[src/rtl/pdm_core_mp.sv]
// pdm_core_mp: routes framed packets by header byte to per-port FIFOs.
// Ports: clk, rst_b (async, active-high), bnd_plse/data_in framed input,
// ack, pkt_drop/drop_code status, per-port newdata_len/proceed/data_out.
module pdm_core_mp #(
  parameter int NUM_PORTS  = 4,
  parameter int DATA_W     = 8,
  parameter int MAX_PKT    = 16,
  parameter int LEN_W      = 5,
  parameter int PORT_DEPTH = 32,
  parameter int PORT_PKTS  = 4,
  parameter int ACK_DELAY  = 1
) (
  input  logic                        clk,
  input  logic                        rst_b,
  input  logic                        bnd_plse,
  input  logic [DATA_W-1:0]           data_in,
  output logic                        ack,
  output logic                        pkt_drop,
  output logic [1:0]                  drop_code,
  output logic [NUM_PORTS*LEN_W-1:0]  newdata_len,
  input  logic [NUM_PORTS-1:0]        proceed,
  output logic [NUM_PORTS*DATA_W-1:0] data_out
);
  localparam int PW = $clog2(PORT_DEPTH);
  localparam int LW = $clog2(PORT_PKTS);
  localparam int IW = (NUM_PORTS > 1) ? $clog2(NUM_PORTS) : 1;
  localparam int CW = $clog2(MAX_PKT + 2);

  typedef enum logic {RX_IDLE, RX_DATA} rx_e;
  typedef enum logic [2:0] {
    O_IDLE, O_ANN, O_WAIT, O_GAP, O_SEND
  } o_e;

  rx_e                  rx_state_q, rx_state_d;
  logic [IW-1:0]        rx_port_q, rx_port_d;
  logic                 rx_disc_q, rx_disc_d;
  logic [1:0]           rx_code_q, rx_code_d;
  logic [CW-1:0]        rx_cnt_q, rx_cnt_d;
  logic                 drop_q, drop_d;
  logic [1:0]           code_q, code_d;
  logic [ACK_DELAY-1:0] ack_sr_q, ack_sr_d;

  logic [PW:0]       wp_spec_q [NUM_PORTS];
  logic [PW:0]       wp_spec_d [NUM_PORTS];
  logic [PW:0]       wp_com_q  [NUM_PORTS];
  logic [PW:0]       wp_com_d  [NUM_PORTS];
  logic [PW:0]       rp_q      [NUM_PORTS];
  logic [PW:0]       rp_d      [NUM_PORTS];
  logic [LW:0]       lwp_q     [NUM_PORTS];
  logic [LW:0]       lwp_d     [NUM_PORTS];
  logic [LW:0]       lrp_q     [NUM_PORTS];
  logic [LW:0]       lrp_d     [NUM_PORTS];
  o_e                o_state_q [NUM_PORTS];
  o_e                o_state_d [NUM_PORTS];
  logic [LEN_W-1:0]  o_len_q   [NUM_PORTS];
  logic [LEN_W-1:0]  o_len_d   [NUM_PORTS];
  logic [LEN_W-1:0]  o_cnt_q   [NUM_PORTS];
  logic [LEN_W-1:0]  o_cnt_d   [NUM_PORTS];

  logic [DATA_W-1:0] mem_q     [NUM_PORTS][PORT_DEPTH];
  logic [LEN_W-1:0]  len_mem_q [NUM_PORTS][PORT_PKTS];

  logic          hdr_ok, space_ok, lfull, end_pls, over;
  logic          wr_en, len_we;
  logic [IW-1:0] hdr_idx;
  logic [PW:0]   used;
  logic [CW-1:0] cnt_nx;

  always_comb begin
    hdr_ok   = (data_in != '0) &&
               (32'(data_in) <= NUM_PORTS);
    hdr_idx  = IW'(data_in - DATA_W'(1));
    used     = wp_com_q[hdr_idx] - rp_q[hdr_idx];
    space_ok = 32'(used) <= PORT_DEPTH - MAX_PKT;
    lfull    = (lwp_q[hdr_idx] - lrp_q[hdr_idx])
               == (LW+1)'(PORT_PKTS);
    end_pls  = (rx_state_q == RX_DATA) && bnd_plse;
    // count saturates one past MAX_PKT: enough to flag overflow
    cnt_nx   = (rx_cnt_q > CW'(MAX_PKT)) ? rx_cnt_q
               : rx_cnt_q + CW'(1);
    over     = cnt_nx > CW'(MAX_PKT);
  end

  always_comb begin
    rx_state_d = rx_state_q;
    if (bnd_plse)
      rx_state_d = (rx_state_q == RX_IDLE) ? RX_DATA : RX_IDLE;
  end

  always_comb begin
    rx_port_d = rx_port_q;
    rx_disc_d = rx_disc_q;
    rx_code_d = rx_code_q;
    rx_cnt_d  = rx_cnt_q;
    wp_spec_d = wp_spec_q;
    wp_com_d  = wp_com_q;
    lwp_d     = lwp_q;
    wr_en     = 1'b0;
    len_we    = 1'b0;
    drop_d    = 1'b0;
    code_d    = 2'd0;
    if (rx_state_q == RX_IDLE) begin
      if (bnd_plse) begin
        rx_port_d = hdr_ok ? hdr_idx : '0;
        rx_cnt_d  = '0;
        rx_disc_d = !(hdr_ok && space_ok && !lfull);
        rx_code_d = hdr_ok ? 2'd3 : 2'd1;
      end
    end else begin
      rx_cnt_d = cnt_nx;
      if (!rx_disc_q && !over) begin
        wr_en = 1'b1;
        wp_spec_d[rx_port_q] =
          wp_spec_q[rx_port_q] + (PW+1)'(1);
      end
      if (!rx_disc_q && over) begin
        rx_disc_d = 1'b1;
        rx_code_d = 2'd2;
      end
      if (bnd_plse) begin
        if (!rx_disc_q && !over) begin
          wp_com_d[rx_port_q] =
            wp_spec_q[rx_port_q] + (PW+1)'(1);
          len_we = 1'b1;
          lwp_d[rx_port_q] =
            lwp_q[rx_port_q] + (LW+1)'(1);
        end else begin
          // discard: drop any speculatively written bytes
          wp_spec_d[rx_port_q] = wp_com_q[rx_port_q];
          drop_d = 1'b1;
          code_d = rx_disc_q ? rx_code_q : 2'd2;
        end
      end
    end
    ack_sr_d[0] = end_pls;
    for (int i = 1; i < ACK_DELAY; i++)
      ack_sr_d[i] = ack_sr_q[i-1];
  end

  always_comb begin
    for (int p = 0; p < NUM_PORTS; p++) begin
      o_state_d[p] = o_state_q[p];
      unique case (o_state_q[p])
        O_IDLE:
          if (lwp_q[p] != lrp_q[p]) o_state_d[p] = O_ANN;
        O_ANN:  o_state_d[p] = O_WAIT;
        O_WAIT: if (proceed[p]) o_state_d[p] = O_GAP;
        O_GAP:  o_state_d[p] = O_SEND;
        O_SEND:
          if (o_cnt_q[p] == o_len_q[p] - LEN_W'(1))
            o_state_d[p] = O_IDLE;
        default: o_state_d[p] = O_IDLE;
      endcase
    end
  end

  always_comb begin
    for (int p = 0; p < NUM_PORTS; p++) begin
      rp_d[p]    = rp_q[p];
      lrp_d[p]   = lrp_q[p];
      o_len_d[p] = o_len_q[p];
      o_cnt_d[p] = o_cnt_q[p];
      if (o_state_q[p] == O_IDLE &&
          lwp_q[p] != lrp_q[p]) begin
        o_len_d[p] = len_mem_q[p][lrp_q[p][LW-1:0]];
        lrp_d[p]   = lrp_q[p] + (LW+1)'(1);
      end
      if (o_state_q[p] == O_GAP) o_cnt_d[p] = '0;
      if (o_state_q[p] == O_SEND) begin
        rp_d[p]    = rp_q[p] + (PW+1)'(1);
        o_cnt_d[p] = o_cnt_q[p] + LEN_W'(1);
      end
    end
  end

  always_comb begin
    newdata_len = '0;
    data_out    = '0;
    for (int p = 0; p < NUM_PORTS; p++) begin
      if (o_state_q[p] == O_ANN)
        newdata_len[p*LEN_W +: LEN_W] = o_len_q[p];
      if (o_state_q[p] == O_SEND)
        data_out[p*DATA_W +: DATA_W] =
          mem_q[p][rp_q[p][PW-1:0]];
    end
  end

  assign ack       = ack_sr_q[ACK_DELAY-1];
  assign pkt_drop  = drop_q;
  assign drop_code = code_q;

  always_ff @(posedge clk) begin
    if (wr_en)
      mem_q[rx_port_q][wp_spec_q[rx_port_q][PW-1:0]] <= data_in;
    if (len_we)
      len_mem_q[rx_port_q][lwp_q[rx_port_q][LW-1:0]] <=
        LEN_W'(cnt_nx);
  end

  always_ff @(posedge clk or posedge rst_b) begin
    if (rst_b) begin
      rx_state_q <= RX_IDLE;
      rx_port_q  <= '0;
      rx_disc_q  <= 1'b0;
      rx_code_q  <= 2'd0;
      rx_cnt_q   <= '0;
      drop_q     <= 1'b0;
      code_q     <= 2'd0;
      ack_sr_q   <= '0;
      wp_spec_q  <= '{default: '0};
      wp_com_q   <= '{default: '0};
      rp_q       <= '{default: '0};
      lwp_q      <= '{default: '0};
      lrp_q      <= '{default: '0};
      o_state_q  <= '{default: O_IDLE};
      o_len_q    <= '{default: '0};
      o_cnt_q    <= '{default: '0};
    end else begin
      rx_state_q <= rx_state_d;
      rx_port_q  <= rx_port_d;
      rx_disc_q  <= rx_disc_d;
      rx_code_q  <= rx_code_d;
      rx_cnt_q   <= rx_cnt_d;
      drop_q     <= drop_d;
      code_q     <= code_d;
      ack_sr_q   <= ack_sr_d;
      wp_spec_q  <= wp_spec_d;
      wp_com_q   <= wp_com_d;
      rp_q       <= rp_d;
      lwp_q      <= lwp_d;
      lrp_q      <= lrp_d;
      o_state_q  <= o_state_d;
      o_len_q    <= o_len_d;
      o_cnt_q    <= o_cnt_d;
    end
  end
endmodule

[config.mk]
export PLATFORM = sky130hd
export DESIGN_NAME = pdm_core_mp
export DESIGN_NICKNAME = d
export VERILOG_FILES = /design/src/rtl/pdm_core_mp.sv
export SDC_FILE = /design/constraint.sdc
export NUM_CORES = 1
export LEC_CHECK = 0
export CAP_MARGIN = 10
export CORE_MARGIN = 2
export CORE_UTILIZATION = 51
export CTS_BUF_LIST = sky130_fd_sc_hd__clkbuf_4
export DETAILED_ROUTE_END_ITERATION = 6
export PLACE_DENSITY_LB_ADDON = 0.2
export RECOVER_POWER = 100
export SETUP_SLACK_MARGIN = 0.15
export SLEW_MARGIN = 20
export SYNTH_ARGS = -nofsm -noshare
export SYNTH_HDL_FRONTEND = slang
export SYNTH_SLANG_ARGS = --single-unit
[constraint.sdc]
create_clock -name clk -period 5.2 [get_ports clk]
set_input_delay 0.52 -clock clk [delete_from_list [all_inputs] [get_ports clk]]
set_output_delay 0.52 -clock clk [all_outputs]
set_load 0.02 [all_outputs]
==> flow_summary.json <==
{
  "leakage_nw": 19.80,
  "crit_required_ns": 4.68,
  "hp-class": "input port to register",
  "critPathMaxStageDelay_ns": 0.71,
  "yosys.area.top_type_share": 0.6386,
  "power.density_nw_per_um2": 475.5,
  "grt_first_pass_wirelength_um": 190400,
  "finClkSkew_ns": 0.09319,
  "setup_viol": 0,
  "synth_top_cell_by_area": "edfxtp_1",
  "finalInstanceArea_um2": 58550,
  "seqPwrFrac": 0.445,
  "dp.cells": 4191,
  "grt_pass1_vias": 29477,
  "maxCapViolCount": 18,
  "yosysMostFrequentCell": "edfxtp_1",
  "vias": 28686,
  "port_buffers": 70,
  "violations": "capacitance limit, slew limit",
  "ys.flop_type": "edfxtp_1",
  "fin_ws_ns": 0.3417,
  "reg2reg_depth": 10,
  "hold_viol": 0,
  "wl_per_cell_um": 26.83,
  "p_switching_mw": 8.386,
  "path_clk_slew_ns": 0.06,
  "yosys_warnings": 0,
  "outcome": "complete, but fails checks",
  "cp-start-kind": "register",
  "r2r_start": "rx_cnt_q[0]",
  "dr.pass1.iters": 6,
  "hpwl_um": 79690,
  "min_to": "rx_cnt_q[0]",
  "crit_buf_inv": 2,
  "setup_tns_ns": 0,
  "rows": 117,
  "cts_tree": "yes",
  "ant_nets": 0,
  "total_power_mw": 27.84,
  "drt_iter0_drc": 2942,
  "yosysUniqueCellTypes": 69,
  "clock-root-buffer": "clkbuf_4",
  "path_depth": 6,
  "worstPathArrival_ns": 4.34,
  "fp.dieW_um": 323.0,
  "syn2layout_area_growth_pct": 12.78,
  "clockBufferDepth": 4,
  "dpl_cell_area_um2": 54540,
  "synth_edf_count": 1104,
  "crit_chain": "buf_12 -> mux4_2 -> mux4_2 -> mux2i_1 -> nor2_1 -> dlygate4sd3_1",
  "dp_slack_ns": 0.9381,
  "drc_errors": 0,
  "layout.cells.non_filler": 4785,
  "tightest_slew_ns": 3.482,
  "cpMostUsedCell": "mux4_2",
  "path_max_fanout": 38,
  "relSlewSlack": -1.321,
  "initial_core_util": 0.5125,
  "period_needed_ns": 4.858,
  "comb_power_share": 0.249,
  "grt_usage": 0.2507,
  "antenna_found_initial": 3,
  "numCtsBuffers": 337,
  "wl_um": 128400,
  "fp.coreArea_um2": 101300,
  "drive_gt1_frac": 0.2721,
  "grt_max_degree": 146,
  "synthTopCellsByArea": "edfxtp_1 64%, mux4_2 14%, dfrtp_1 7.9%",
  "holdPathStages": 2,
  "final.period_utilization": 0.9343,
  "layout.nets": 3226,
  "path_delay_family": "multiplexers",
  "ir_worst_vdd_mv": 0.2429,
  "netlist_area_um2": 51910,
  "clkPwrFrac": 0.306,
  "reg2reg_to": "mem_q[1][6]",
  "cp-end-kind": "output port",
  "ys_seq_area_frac": 0.7172,
  "ys_ff_latch": 1267,
  "avgSynthCellArea_um2": 18.44,
  "place.gp.congestion": 0.8796,
  "min_from": "bnd_plse",
  "fp.dieH_um": 323.0,
  "vias_per_cell": 5.995,
  "r2r_setup_slack_ns": 0.37,
  "rsz0062_at_grt": "false",
  "grt-ovfl-total": 0,
  "cts.sinks": 1267,
  "worstSetupPathType": "register to output port",
  "syn_nets": 2864,
  "pin_count": 71,
  "intPower_mw": 19.45,
  "synthArstFlopShare": 0.1287,
  "die_area_um2": 104400,
  "cp_slowest_cell": "dfrtp_4",
  "yosys-top-cells-count": "1,104 x edfxtp_1, 316 x mux4_2, 212 x nor2_1",
  "syn_inst": 2815,
  "htreeDepth": 5,
  "switching_share": 0.3012,
  "final_max_slew_viol_count": 1045,
  "clock_latency_ns": 1.17,
  "fmax_ghz": 0.2058
}
==> metrics by stage <==
step                      utilization  hold WS (ns)
after floorplan                     -        0.4633
after global placement         0.5384        0.4884
after detailed placement       0.5384        0.4862
after CTS                      0.5812       0.01152
after global routing           0.5779        0.2263
final                          0.5779        0.2479
==> how the worst max path moves through the flow <==
stage               slack, ns        start             to
floorplan                0.28        rst_b            ack
global placement         1.00  rx_cnt_q[0]  mem_q[3][255]
detailed placement       0.94  rx_cnt_q[0]  mem_q[3][253]
CTS                      0.21     rp_q[12]    data_out[9]
global route              0.1     rp_q[12]   data_out[14]
finish                   0.34     rp_q[12]   data_out[14]
==> registers in the layout, indices dropped and copies added, names as in the netlist, 5 cells and up <==
name	cells
lrp_q	12
wp_com_q	24
o_cnt_q	20
o_state_q	12
len_mem_q	80
wp_spec_q	24
rp_q	24
mem_q	1024
lwp_q	12
rx_cnt_q	5
o_len_q	20
==> routing by layer <==
layer	part of all wire	wire, um	global-route usage
met2	0.49	62650	0.4026
met4	0.031	3953	0.09292
met5	0.000093	12	0
met3	0.085	10880	0.06236
met1	0.40	50890	0.3346
==> final cells by class <==
class	count	area [um2]
clock inverter	82	471.7
multi-input combinational	1324	13730
clock buffer	494	3709
antenna	3	7.507
inverter	58	229.0
timing repair buffer	189	1440
fill	7747	42760
tap	1368	1712
sequential	1267	37250
==> power by group through the flow <==
stage,logic (mW),clock network (mW),registers [mW]
after floorplan,5.32,0,11.9
after global placement,6.70,0,12.7
after detailed placement,6.84,0,12.7
after CTS,6.99,8.71,12.4
after global routing,7.40,9.29,12.5
final,6.93,8.52,12.4
==> cells by family after synthesis <==
group                    count (synthesis)  share of synthesized area
AO/OA/AOI/OAI                          225                    0.02895
AND/OR/NAND/NOR                        512                    0.04635
buffers and inverters                  224                    0.01738
adder cells (fa/ha/maj)                 34                   0.008195
multiplexers                           464                     0.1670
XOR/XNOR                                89                    0.01502
flip-flops                            1267                     0.7172
==> placed cells by master, fill, tap and decap left out, types with 49 or more instances in the layout <==
master,netlist,routed
a21oi_1,58,58
clkbuf_1,109,77
clkbuf_4,0,494
clkinv_1,1,58
dfrtp_1,163,156
dlygate4sd3_1,0,49
edfxtp_1,1104,1104
inv_1,57,56
mux2i_1,105,105
mux4_2,316,316
nand2_1,102,103
nand3_1,58,58
nor2_1,212,213
xnor2_1,53,53
==> what timing repair did <==
action | 4_1_cts | 5_1_grt
hold buffers | 12 | 0
pin swaps | 0 | 0
gates resized for setup | 0 | 1
setup buffers | 2 | 1
endpoints found under the setup margin | 9 | 5
endpoints found under the hold margin | 386 | 0
gates cloned | 0 | 0
Power figures use the tool's default switching activity.
